**src/rtl/seq_detect_arbiter.sv**
```systemverilog
// seq_detect_arbiter: round-robin scheduler that shares one bit-serial
// pattern matcher among NREQ byte-wide requesters. Each granted byte is
// shifted MSB-first through a PAT_W-bit window compared against a
// programmable pattern; per-channel window/fill history is saved and
// restored so matches straddling byte boundaries on one channel are found.
//
// Optional feature macro: SEQ_ARB_STATS_EN (per-channel 16-bit saturating
// match counters, read combinationally via stat_sel_i/stat_data_o).
//
// Ports:
//   clk, rst_n        clock, async active-low reset
//   req_i             per-channel request, held until granted
//   req_data_i        channel i byte at [8i+7:8i]
//   grant_o           one-hot one-cycle grant pulse
//   cfg_we_i          pattern write strobe (honoured in IDLE only)
//   cfg_pattern_i     new pattern
//   busy_o            high whenever the FSM is not IDLE
//   det_valid_o       one-cycle result strobe
//   det_chan_o        channel of the result
//   det_count_o       matches found within the byte (0..8)
//   stat_sel_i        statistics channel select
//   stat_data_o       statistics read data
module seq_detect_arbiter #(
  parameter int unsigned NREQ  = 4,
  parameter int unsigned PAT_W = 8
) (
  input  logic                  clk,
  input  logic                  rst_n,
  input  logic [NREQ-1:0]       req_i,
  input  logic [8*NREQ-1:0]     req_data_i,
  output logic [NREQ-1:0]       grant_o,
  input  logic                  cfg_we_i,
  input  logic [PAT_W-1:0]      cfg_pattern_i,
  output logic                  busy_o,
  output logic                  det_valid_o,
  output logic [$clog2(NREQ)-1:0] det_chan_o,
  output logic [3:0]            det_count_o,
  input  logic [$clog2(NREQ)-1:0] stat_sel_i,
  output logic [15:0]           stat_data_o
);

  localparam int unsigned CHW = $clog2(NREQ);
  localparam int unsigned FW  = $clog2(PAT_W + 1);

  typedef enum logic [1:0] {IDLE, SHIFT, REPORT} state_t;

  state_t               state_q, state_d;
  logic [NREQ-1:0]      grant_q, grant_d;
  logic                 busy_q, busy_d;
  logic                 det_valid_q, det_valid_d;
  logic [CHW-1:0]       det_chan_q, det_chan_d;
  logic [3:0]           det_count_q, det_count_d;
  logic [PAT_W-1:0]     pattern_q, pattern_d;
  logic [PAT_W-1:0]     win_q [NREQ];
  logic [PAT_W-1:0]     win_d [NREQ];
  logic [FW-1:0]        fill_q [NREQ];
  logic [FW-1:0]        fill_d [NREQ];
  logic [CHW-1:0]       last_q, last_d;
  logic [CHW-1:0]       chan_q, chan_d;
  logic [7:0]           byte_q, byte_d;
  logic [2:0]           bit_cnt_q, bit_cnt_d;
  logic [PAT_W-1:0]     cur_win_q, cur_win_d;
  logic [FW-1:0]        cur_fill_q, cur_fill_d;
  logic [3:0]           acc_q, acc_d;

  logic                 pick_vld;
  logic [CHW-1:0]       pick_idx;
  logic                 shift_bit;
  logic [PAT_W-1:0]     win_nx;
  logic [FW-1:0]        fill_nx;
  logic                 hit;
  logic [3:0]           acc_nx;

`ifdef SEQ_ARB_STATS_EN
  logic [15:0]          stat_q [NREQ];
  logic [15:0]          stat_d [NREQ];
  logic [16:0]          stat_sum;
`endif

  // Round-robin pick: search from last_q+1 cyclically
  always_comb begin
    pick_vld = 1'b0;
    pick_idx = '0;
    for (int unsigned k = 1; k <= NREQ; k++) begin
      if (!pick_vld && req_i[CHW'((32'(last_q) + k) % NREQ)]) begin
        pick_vld = 1'b1;
        pick_idx = CHW'((32'(last_q) + k) % NREQ);
      end
    end
  end

  // Serial datapath for the bit currently being shifted
  always_comb begin
    shift_bit = byte_q[3'd7 - bit_cnt_q];
    win_nx    = {cur_win_q[PAT_W-2:0], shift_bit};
    fill_nx   = (cur_fill_q == FW'(PAT_W)) ? cur_fill_q : cur_fill_q + FW'(1);
    hit       = (fill_nx == FW'(PAT_W)) && (win_nx == pattern_q);
    acc_nx    = acc_q + 4'(hit);
  end

  // Next-state and output logic
  always_comb begin
    state_d     = state_q;
    grant_d     = '0;
    det_valid_d = 1'b0;
    det_chan_d  = det_chan_q;
    det_count_d = det_count_q;
    pattern_d   = pattern_q;
    win_d       = win_q;
    fill_d      = fill_q;
    last_d      = last_q;
    chan_d      = chan_q;
    byte_d      = byte_q;
    bit_cnt_d   = bit_cnt_q;
    cur_win_d   = cur_win_q;
    cur_fill_d  = cur_fill_q;
    acc_d       = acc_q;
`ifdef SEQ_ARB_STATS_EN
    stat_d      = stat_q;
    stat_sum    = '0;
`endif
    case (state_q)
      IDLE: begin
        if (cfg_we_i) begin
          // Pattern change invalidates all history; grant waits a cycle
          pattern_d = cfg_pattern_i;
          for (int i = 0; i < int'(NREQ); i++) fill_d[i] = '0;
        end else if (pick_vld) begin
          grant_d    = NREQ'(1) << pick_idx;
          chan_d     = pick_idx;
          byte_d     = req_data_i[8*int'(pick_idx) +: 8];
          cur_win_d  = win_q[pick_idx];
          cur_fill_d = fill_q[pick_idx];
          bit_cnt_d  = '0;
          acc_d      = '0;
          state_d    = SHIFT;
        end
      end
      SHIFT: begin
        cur_win_d  = win_nx;
        cur_fill_d = fill_nx;
        acc_d      = acc_nx;
        bit_cnt_d  = bit_cnt_q + 3'd1;
        if (bit_cnt_q == 3'd7) begin
          // Last bit: save history and register the result
          win_d[chan_q]  = win_nx;
          fill_d[chan_q] = fill_nx;
          last_d         = chan_q;
          det_valid_d    = 1'b1;
          det_chan_d     = chan_q;
          det_count_d    = acc_nx;
          state_d        = REPORT;
`ifdef SEQ_ARB_STATS_EN
          stat_sum       = {1'b0, stat_q[chan_q]} + 17'(acc_nx);
          stat_d[chan_q] = stat_sum[16] ? 16'hFFFF : stat_sum[15:0];
`endif
        end
      end
      REPORT: state_d = IDLE;
      default: state_d = IDLE;
    endcase
    busy_d = (state_d != IDLE);
  end

  // State register
  always_ff @(posedge clk or negedge rst_n) begin
    if (!rst_n) begin
      state_q     <= IDLE;
      grant_q     <= '0;
      busy_q      <= 1'b0;
      det_valid_q <= 1'b0;
      det_chan_q  <= '0;
      det_count_q <= '0;
      pattern_q   <= '0;
      for (int i = 0; i < int'(NREQ); i++) begin
        win_q[i]  <= '0;
        fill_q[i] <= '0;
      end
      last_q      <= CHW'(NREQ - 1);
      chan_q      <= '0;
      byte_q      <= '0;
      bit_cnt_q   <= '0;
      cur_win_q   <= '0;
      cur_fill_q  <= '0;
      acc_q       <= '0;
    end else begin
      state_q     <= state_d;
      grant_q     <= grant_d;
      busy_q      <= busy_d;
      det_valid_q <= det_valid_d;
      det_chan_q  <= det_chan_d;
      det_count_q <= det_count_d;
      pattern_q   <= pattern_d;
      win_q       <= win_d;
      fill_q      <= fill_d;
      last_q      <= last_d;
      chan_q      <= chan_d;
      byte_q      <= byte_d;
      bit_cnt_q   <= bit_cnt_d;
      cur_win_q   <= cur_win_d;
      cur_fill_q  <= cur_fill_d;
      acc_q       <= acc_d;
    end
  end

`ifdef SEQ_ARB_STATS_EN
  // Statistics counters survive pattern writes; cleared by reset only
  always_ff @(posedge clk or negedge rst_n) begin
    if (!rst_n) begin
      for (int i = 0; i < int'(NREQ); i++) stat_q[i] <= '0;
    end else begin
      stat_q <= stat_d;
    end
  end

  // Combinational statistics read
  always_comb begin
    stat_data_o = '0;
    for (int i = 0; i < int'(NREQ); i++) begin
      if (stat_sel_i == CHW'(i)) stat_data_o = stat_q[i];
    end
  end
`else
  logic unused_stat_sel;
  assign unused_stat_sel = ^stat_sel_i;
  assign stat_data_o     = 16'h0000;
`endif

  assign grant_o     = grant_q;
  assign busy_o      = busy_q;
  assign det_valid_o = det_valid_q;
  assign det_chan_o  = det_chan_q;
  assign det_count_o = det_count_q;

endmodule

```
**config.mk**
```make
export PLATFORM = sky130hd
export DESIGN_NAME = seq_detect_arbiter
export DESIGN_NICKNAME = d
export VERILOG_FILES = /design/src/rtl/seq_detect_arbiter.sv
export SDC_FILE = /design/constraint.sdc
export NUM_CORES = 1
export LEC_CHECK = 0
export BUFFER_PORTS_ARGS = -buffer_cell sky130_fd_sc_hd__buf_2
export CAP_MARGIN = 20
export CORE_MARGIN = 10
export CORE_UTILIZATION = 61
export CTS_CLUSTER_SIZE = 30
export DETAILED_ROUTE_END_ITERATION = 16
export GPL_TIMING_DRIVEN = 0
export HOLD_SLACK_MARGIN = 0.08
export MAX_ROUTING_LAYER = met4
export PLACE_DENSITY = 0.85
export RECOVER_POWER = 100
export SYNTH_ARGS = -nofsm -noshare
export SYNTH_HDL_FRONTEND = slang
export SYNTH_SLANG_ARGS = --single-unit
export TNS_END_PERCENT = 20
```
**constraint.sdc**
```tcl
create_clock -name clk -period 3.47 [get_ports clk]
set_input_delay 0.5205 -clock clk [delete_from_list [all_inputs] [get_ports clk]]
set_output_delay 0.5205 -clock clk [all_outputs]
set_load 0.02 [all_outputs]
```
=== After elaboration in Yosys (flattened, before gate mapping) ===
Index checks and enable logic that the tools add are counted.

* $add $sub $neg: 8
* Reductions and logical operators: 16
* Eq/ne operators: 9
* Magnitude comparators: 8
* Bitwise logic cells: 3
* Muxes and demuxes: 55
* Shift operators: 2

{| class="wikitable"
|+ Operators by type and width
! kind !! number
|-
| 4-bit two-way mux || 11
|-
| 32-bit bitwise mux || 1
|-
| 16-bit two-way mux || 2
|-
| 16-bit case mux with 2 select lines || 1
|-
| 32-bit by 6-bit indexed part select with 8-bit output || 1
|-
| 7-bit two-way mux || 4
|-
| 8-bit binary-select mux with 2-bit select || 1
|-
| 16-bit bitwise mux || 1
|-
| 8-bit demux with 2-bit select || 1
|-
| 4-bit case mux with 2 select lines || 2
|-
| 2-bit two-way mux || 7
|-
| 7-bit case mux with 2 select lines || 1
|-
| 2-bit by 3-bit less-than comparator with 1-bit output (second input constant) || 4
|-
| 1-bit two-way mux || 11
|-
| 3-bit AND reduction || 3
|-
| 1-bit binary-select mux with 2-bit select || 4
|-
| 4-bit binary-select mux with 2-bit select || 1
|-
| 4-bit demux with 2-bit select || 1
|-
| 4-bit == test (second input constant) || 2
|-
| 8-bit == test || 1
|-
| 8-bit two-way mux || 1
|-
| 2-bit != test (second input constant) || 4
|-
| 3-bit greater-or-equal comparator (second input constant) || 2
|-
| 3-bit two-way mux || 2
|-
| other kinds (21) || 32
|}

* Word-level logic and storage cells: 123
* Output and inout port bits: 28
* Input port bits: 49
* Register bits: 100

=== Depth between registers and ports, before layout ===
Gate-level depths: netlist (run 1).

* Depth after elaboration: 20
* Mapped depth: 12
* Gate-level depth less buffers: 12

=== Worst setup path before layout (run 1) ===
OpenSTA, ideal clock, no wires.

* Path type: reg2reg
* Start point: register bit_cnt_q[0]
* End point: register acc_q[2]
* Arrival time: 2.160 ns
* Required time: 3.341 ns
* Setup time: 0.129 ns
* Period minus slack after synthesis: 2.289 ns
* Stages on the path, launching flop included: 10
* Path buffers: 0
* Setup slack: 1.181 ns
* Path through: dfrtp_1 -> mux4_2 -> mux2_2 -> xor2_1 -> nor3_1 -> ha_1 -> ha_1 -> nor2_1 -> o21ai_0 -> o21ai_0

* Longest elaborated chain between the ends: 7

{| class="wikitable"
|+ Ends and longest elaborated chain
! element !! line !! source
|-
| start: declaration || 61 || <nowiki>logic [2:0] bit_cnt_q, bit_cnt_d;</nowiki>
|-
| start signal: assignment || 199 || <nowiki>bit_cnt_q <= bit_cnt_d;</nowiki>
|-
| 3-bit subtractor || 94 || <nowiki>shift_bit = byte_q[3'd7 - bit_cnt_q];</nowiki>
|-
| 1-bit binary-select mux with 3-bit select || 94 ||
|-
| 1-bit two-way mux (implied by the code) || 94 ||
|-
| 8-bit == test || 97 || <nowiki>hit = (fill_nx == FW'(PAT_W)) && (win_nx == pattern_q);</nowiki>
|-
| 1-bit logical AND || 97 ||
|-
| 4-bit by 1-bit adder with 4-bit output || 98 || <nowiki>acc_nx = acc_q + 4'(hit);</nowiki>
|-
| 4-bit case mux with 2 select lines || 122 || <nowiki>case (state_q)</nowiki>
|-
| end signal: assignment || 185 || <nowiki>acc_q <= '0;</nowiki>
|-
| end signal: assignment || 202 || <nowiki>acc_q <= acc_d;</nowiki>
|-
| end: declaration || 64 || <nowiki>logic [3:0] acc_q, acc_d;</nowiki>
|}

No other way between the ends. The select of a mux whose other input is x is not followed.
A chain may end at the register's enable or synchronous reset.

=== Worst setup path in the final report (run 1) ===
* Start point: register last_q[0]
* End point: register byte_q[4]

* Longest elaborated chain between the ends: 14
* Elaborated cells on any way between the ends: 28
* Those cells by class: add/sub: 4; shift: 1; mux: 16; reduce/logical: 7

{| class="wikitable"
|+ Ends and longest elaborated chain
! element !! line !! source
|-
| start: declaration || 58 || <nowiki>logic [CHW-1:0] last_q, last_d;</nowiki>
|-
| start signal: assignment || 179 || <nowiki>last_q <= CHW'(NREQ - 1);</nowiki>
|-
| start signal: assignment || 196 || <nowiki>last_q <= last_d;</nowiki>
|-
| 2-bit by 1-bit adder with 2-bit output || 85, 87 ||
|-
| 1-bit binary-select mux with 2-bit select || 85 || <nowiki>if (!pick_vld && req_i[CHW'((32'(last_q) + k) % NREQ)]) begin</nowiki>
|-
| 1-bit two-way mux (implied by the code) || 85 ||
|-
| 1-bit two-way mux || 85 ||
|-
| 1-bit logical NOT || 85 ||
|-
| 1-bit logical AND || 85 ||
|-
| 1-bit two-way mux || 85 ||
|-
| 1-bit logical NOT || 85 ||
|-
| 1-bit logical AND || 85 ||
|-
| 1-bit two-way mux || 85 ||
|-
| 1-bit logical NOT || 85 ||
|-
| 1-bit logical AND || 85 ||
|-
| 2-bit two-way mux / 1-bit two-way mux (equally long branches) || 85 ||
|-
| 32-bit by 6-bit indexed part select with 8-bit output / 3-bit AND reduction (equally long branches) || -- ||
|-
| end signal: assignment || 198 || <nowiki>byte_q <= byte_d;</nowiki>
|-
| end: declaration || 60 || <nowiki>logic [7:0] byte_q, byte_d;</nowiki>
|}

Several ways; a longest one is shown, not always the timed one. The select of a mux whose other input is x is not followed.

==> impl_metrics.toml, run 1 <==
[run_status]
outcome = "complete, no violations"

[finish]
diodes = 0
fillers = 574
drive_gt1_share_pct = 24.4
finalNetCount = 563
fin_cells = 615
final_cell_mix = "dfrtp_1 (94), nand2_1 (60), mux2_2 (45)"
synthToLayoutAreaGrowth_pct = 14.1
post-route-cell-area_um2 = 5380
final_common_cell = "dfrtp_1"

[clock_network]
cts_tree = "done"
cts_buffers = 9
cts.path.max_buffers = 2
cts_resized = 0
postCtsHoldBufs = 1
clkSinkCount = 96
h-tree-depth = 3
worst_skew_pair.late_latency_ps = 360
cts_root_buffer = "clkbuf_8"
cts_setup_buffers = 0
clk_pin_slew_worst_paths_ps = 90

[logic_synthesis]
ys_warn_count = 0
ys_ff_latch = 96
postSynthAreaPerCell_um2 = 11.2
yosysTopAreaCellShare_pct = 49.9
synthTopCellsByArea = "dfrtp_1 (50%), mux2_2 (11%), mux2i_1 (7.8%)"
syn_area_um2 = 4720
synth_cells = 422
synthArstFlopShare_pct = 100
synth_flop_cell = "dfrtp_1"
synth_edf_count = 0
ys_types = 42
synth-seq-area-share_pct = 51.0
synth_top_cell_by_area = "dfrtp_1"

[floorplan]
rows = 32
dieWidth_um = 108
dieArea_um2 = 11700
chipHeight_um = 108
initial_utilization_pct = 62.0
num_io_pins = 77
coreArea_um2 = 7610

[drt]
wl_per_cell_um = 18.0
dr.pass1.iters = 7
drt_wl_total_um = 11000
vias = 3588
final_antenna_net_count = 0
vias_per_cell = 5.83
first_iter_violations = 235
drc = 0

[hold_path]
worstHoldPathType = "in2reg"
holdPathStages = 2
holdPathEnd = "pattern_q[0]"
min_from = "cfg_pattern_i[0]"

[setup_path]
ff2ff_path_depth = 7
cp.arrival_ps = 3160
r2r-end = "byte_q[4]"
required_ps = 3640
critPathCaptureType = "flop"
rr_startpoint = "last_q[0]"
r2r_slack_ps = 480
critPathMaxFanout = 10
critPathKind = "reg2reg"
worst_setup_path_start_kind = "flop"

[timing]
max-slew-margin-rel_pct = 6.78
drv_slew = 0
worst-slew-pin-transition_ps = 1400
fmax_mhz = 334
min_period_over_period_pct = 86.2
worst_clock_skew_ps = 11.8
min_period_ps = 2990
setup_viol = 0
totalNegativeSetupSlack_ps = 0
finalHoldViolCount = 0
setup_ws_ps = 479
rsz0062_at_grt = "no"

[job]
drv_cap = 0

[placed_design]
placedCellCount = 598
gp_congestion = 0.841
io_buffers = 58
dpl_cell_area_um2 = 5220
dpl.hpwl_um = 8110
pre_cts_ws_ps = 865

[pwr]
ir_drop_mv = 0.477
power_density_nw_per_um2 = 835
power_leakage_nw = 2.57

[global_route]
grt_pass1_wl_um = 18100
grt_use_total_pct = 19.8
grt_pass1_vias = 3670
overflow = 0
grt_start_max_net_pins = 72
antenna_found_initial = 0
metrics by stage:
stage	total power [W]	utilization, %	hold WS [ps]
6_report	0.00449	70.8	391
5_1_grt	0.00480	70.8	398
4_1_cts	0.00453	71.6	396
3_5_place_dp	0.00373	68.7	457
3_3_place_gp	0.00362	68.3	457
2_1_floorplan	0.00319	-	225
critical path, stage by stage (launching register included):
cell	delay [ps]
dfstp_1	570
nand2b_1	150
o21ai_1	130
a211oi_4	320
clkbuf_1	590
clkbuf_1	600
mux2i_1	300
o221ai_1	150
layer usage:
metal	wire length (um)	GRT usage, %
met1	4420	23.9
met2	5670	32.5
met3	648	3.57
met4	308	7.35
met5	0	-
how the worst max path moves through the flow:
stage                             from        end  slack [ps]  depth (start not counted)
after detailed placement  bit_cnt_q[0]   acc_q[2]         870                          9
after floorplan           bit_cnt_q[0]   acc_q[2]        1180                          9
after global routing             rst_n  win_q[26]         280                          3
final                        last_q[0]  byte_q[4]         480                          7
after CTS                 bit_cnt_q[0]   acc_q[2]         800                          9
after global placement    bit_cnt_q[0]   acc_q[2]         880                          9
kinds of logic after synthesis:
| logic type | Yosys count | synth area share, % |
|---|---|---|
| simple gates | 117 | 11.1 |
| flops | 96 | 51.0 |
| mux | 85 | 19.8 |
| compound gates | 65 | 9.33 |
| buf+inv | 40 | 4.93 |
| xor+xnor | 12 | 2.23 |
| fa+ha+maj | 6 | 1.59 |
| other cells | 1 | 0.0795 |
sequential cells by signal, indices dropped and copies added (netlist names):
name / count
byte_q: 8
acc_q: 4
chan_q: 2
bit_cnt_q: 3
det_count_o: 4
cur_win_q: 7
busy_o: 1
det_chan_o: 2
win_q: 28
fill_q: 16
det_valid_o: 1
cur_fill_q: 4
grant_o: 4
state_q: 2
last_q: 2
pattern_q: 8
synth_stat cells (3+ instances only):
cell,count
xor2_1,10
buf_4,18
inv_1,6
nor2_1,15
nand2b_1,9
a222oi_1,7
ha_1,6
o221ai_1,9
and2_1,3
dfrtp_1,94
nand3_1,13
o21a_1,3
clkbuf_1,14
mux2i_1,37
nand2_1,60
nor3_1,5
a21oi_1,5
o21ai_0,29
mux2_2,46
layout make-up:
| class | instances | area (um^2) | share of cell area [%] |
|---|---|---|---|
| clock inverters | 3 | 65.1 | 1.21 |
| multi-input cells | 301 | 2130 | 39.6 |
| well taps | 102 | 128 | 2.37 |
| flip-flops and latches | 96 | 2400 | 44.7 |
| repair buffers | 60 | 290 | 5.39 |
| inverters | 6 | 22.5 | 0.418 |
| clock buffers | 13 | 149 | 2.77 |
| plain buffers | 34 | 191 | 3.56 |
power breakdown:
part,switching (W),internal (W),total [W],leakage (nW)
Sequential,0.000338,0.00157,0.00191,1.23
Combinational,0.00100,0.000780,0.00178,1.23
Clock,0.000375,0.000426,0.000801,0.108
No activity file was read; power rests on OpenSTA's default activity.
==> inputs of run 2 (changes only) <==
--- a/config.mk
+++ b/config.mk
@@ -14,8 +14,9 @@
 export GPL_TIMING_DRIVEN = 0
 export HOLD_SLACK_MARGIN = 0.08
 export MAX_ROUTING_LAYER = met4
-export PLACE_DENSITY = 0.85
+export PLACE_DENSITY = 0.89
 export RECOVER_POWER = 100
+export REMOVE_ABC_BUFFERS = 1
 export SYNTH_ARGS = -nofsm -noshare
 export SYNTH_HDL_FRONTEND = slang
 export SYNTH_SLANG_ARGS = --single-unit
==> run 2 against run 1 <==
  * The run now ends with max-capacitance violations, max-slew violations left
  * Via count fell by 2.5%
  * Count of clock-buffer cells in the layout fell by 2
  * Clock skew fell by 3.7 ps
  * Final cell count fell by 5.2%
  * Setup slack got worse by 95 ps
  * Maximum frequency fell by 3.1%
  * Utilization fell by 1.7 points
  * Hold slack got worse by 16 ps
  * Cell area fell by 2.5%
  * Die area did not move
  * First-iteration DRC count fell by 19%
  * Global-route usage barely moved
==> impl_metrics.toml, run 2 (synthesis gave the netlist of run 1 again) <==
[run_status]
outcome = "finished, violations left"
violations = "max-capacitance violations, max-slew violations"

[setup_path]
rr_startpoint = "last_q[0]"
slowest_delay_ps = 600
crit_chain = "nand2b_1 -> o21ai_0 -> a211oi_4 -> buf_16 -> buf_16 -> buf_8 -> mux2_2 -> a222oi_1 -> o21ai_0"
critPathCaptureType = "flop"
critPathKind = "reg2reg"
r2r_slack_ps = 380
cp.arrival_ps = 3300
ff2ff_path_depth = 9
worst_setup_path_start_kind = "flop"
required_ps = 3680
slowest_stage = "dfstp_1"
critPathMaxFanout = 13
r2r-end = "cur_win_q[1]"

[finish]
diodes = 0
multiInputGateArea_um2 = 2130
finalNetCount = 532
regArea_um2 = 2400
largest-register = "win_q"
drive_gt1_share_pct = 22.9
fillers = 540
top_regs = "win_q (28), fill_q (16)"
final_cell_mix = "dfrtp_1 (94), nand2_1 (60), buf_2 (44)"
largest_reg_flops = 28
synthToLayoutAreaGrowth_pct = 11.3
final_common_cell = "dfrtp_1"

[clock_network]
cts.path.max_buffers = 2
h-tree-depth = 3
cts_resized = 0
postCtsHoldBufs = 0
clk_pin_slew_worst_paths_ps = 90
cts_root_buffer = "clkbuf_8"
worst_skew_pair.late_latency_ps = 370
clkSinkCount = 96
cts_setup_buffers = 0
cts_tree = "done"
cts_buffers = 9

[timing]
fmax_mhz = 324
hold_ws_ps = 375
totalNegativeSetupSlack_ps = 0
min_period_ps = 3090
max-slew-margin-rel_pct = -57.6
worst_clock_skew_ps = 8.16
setup_ws_ps = 384
worst-slew-pin-transition_ps = 2360
min_period_over_period_pct = 88.9
setup_viol = 0
drv_slew = 69
rsz0062_at_grt = "no"
finalHoldViolCount = 0

[drt]
vias = 3498
drt_wl_total_um = 11100
first_iter_violations = 190
wl_per_cell_um = 19.0
final_antenna_net_count = 0
drc = 0
dr.pass1.iters = 5
vias_per_cell = 6.00

[hold_path]
min_from = "cfg_pattern_i[1]"
holdPathStages = 2
holdPathEnd = "pattern_q[1]"
worstHoldPathType = "in2reg"

[placed_design]
io_buffers = 58
pre_cts_ws_ps = 260
gp_congestion = 0.830
dpl.hpwl_um = 7720

[pwr]
power_density_nw_per_um2 = 850
p_total_w = 0.00446
power_leakage_nw = 2.49
ir_drop_mv = 0.561

[global_route]
overflow = 0
grt_use_total_pct = 19.8
grt_pass1_wl_um = 17900
grt_pass1_vias = 3644
antenna_found_initial = 0
grt_start_max_net_pins = 54

[floorplan]
num_io_pins = 77
rows = 32
dieArea_um2 = 11700
dieWidth_um = 108
initial_utilization_pct = 62.0
chipHeight_um = 108
coreArea_um2 = 7610

[job]
drv_cap = 2
run 2: changes by cell type in the layout (fill, tap and decap cells not counted), moves of 2 or more:
cell and delta:
buf_4 -17, buf_16 +3, mux2_1 +2, clkinv_2 +2, clkbuf_1 -18, mux2_2 -2
run 2: critical path: cells and delay by family (launching register included):
kind	cells	cell delay, ps
AND/OR/NAND/NOR	1	150
flip-flops	1	600
AO/OA/AOI/OAI	4	1270
buffers and inverters	3	550
multiplexers	1	350
run 2: area by class of cell:
class                           instances  share of cell area (%)
Inverter                                6                   0.429
Tap cell                              102                    2.43
Sequential cell                        96                    45.8
Clock inverter                          4                   0.858
Multi-Input combinational cell        301                    40.7
Timing Repair Buffer                   63                    7.13
Clock buffer                           11                    2.69
run 2: metrics by stage:
| step | instances | util, % | cell area (um^2) |
|---|---|---|---|
| 5_1_grt | 583 | 69.0 | 5250 |
| 3_3_place_gp | 563 | 65.5 | 4980 |
| 3_5_place_dp | 567 | 66.8 | 5080 |
| 4_1_cts | 582 | 69.3 | 5270 |
| 2_1_floorplan | 403 | - | 4560 |
| 6_report | 583 | 69.0 | 5250 |
run 2: power by group:
part / switching (W) / total (W) / internal, W
Combinational: 0.000999 / 0.00180 / 0.000801
Sequential: 0.000358 / 0.00193 / 0.00158
Clock: 0.000383 / 0.000729 / 0.000346
Total: 0.00174 / 0.00446 / 0.00272
run 2: per-layer routing:
layer  vias up  share of wire [%]  GRT usage, %  wire, um
met5         -                  0             -         0
met4         0                2.1          7.73       228
met3        26                5.9          4.46       659
met2       139                 51          32.7      5640
met1      1751                 41          22.9      4560
li1       1582                  -             -         -
run 2: worst max-delay path by stage:
stage / from / to / slack, ps / depth (start not counted)
2_1_floorplan: req_i[3] / cur_win_q[0] / 300 / 6
3_3_place_gp: req_i[3] / cur_win_q[3] / -390 / 7
3_5_place_dp: req_i[3] / byte_q[1] / 260 / 7
4_1_cts: last_q[0] / cur_win_q[1] / 480 / 9
5_1_grt: last_q[0] / cur_win_q[1] / 200 / 9
6_report: last_q[0] / cur_win_q[1] / 380 / 9
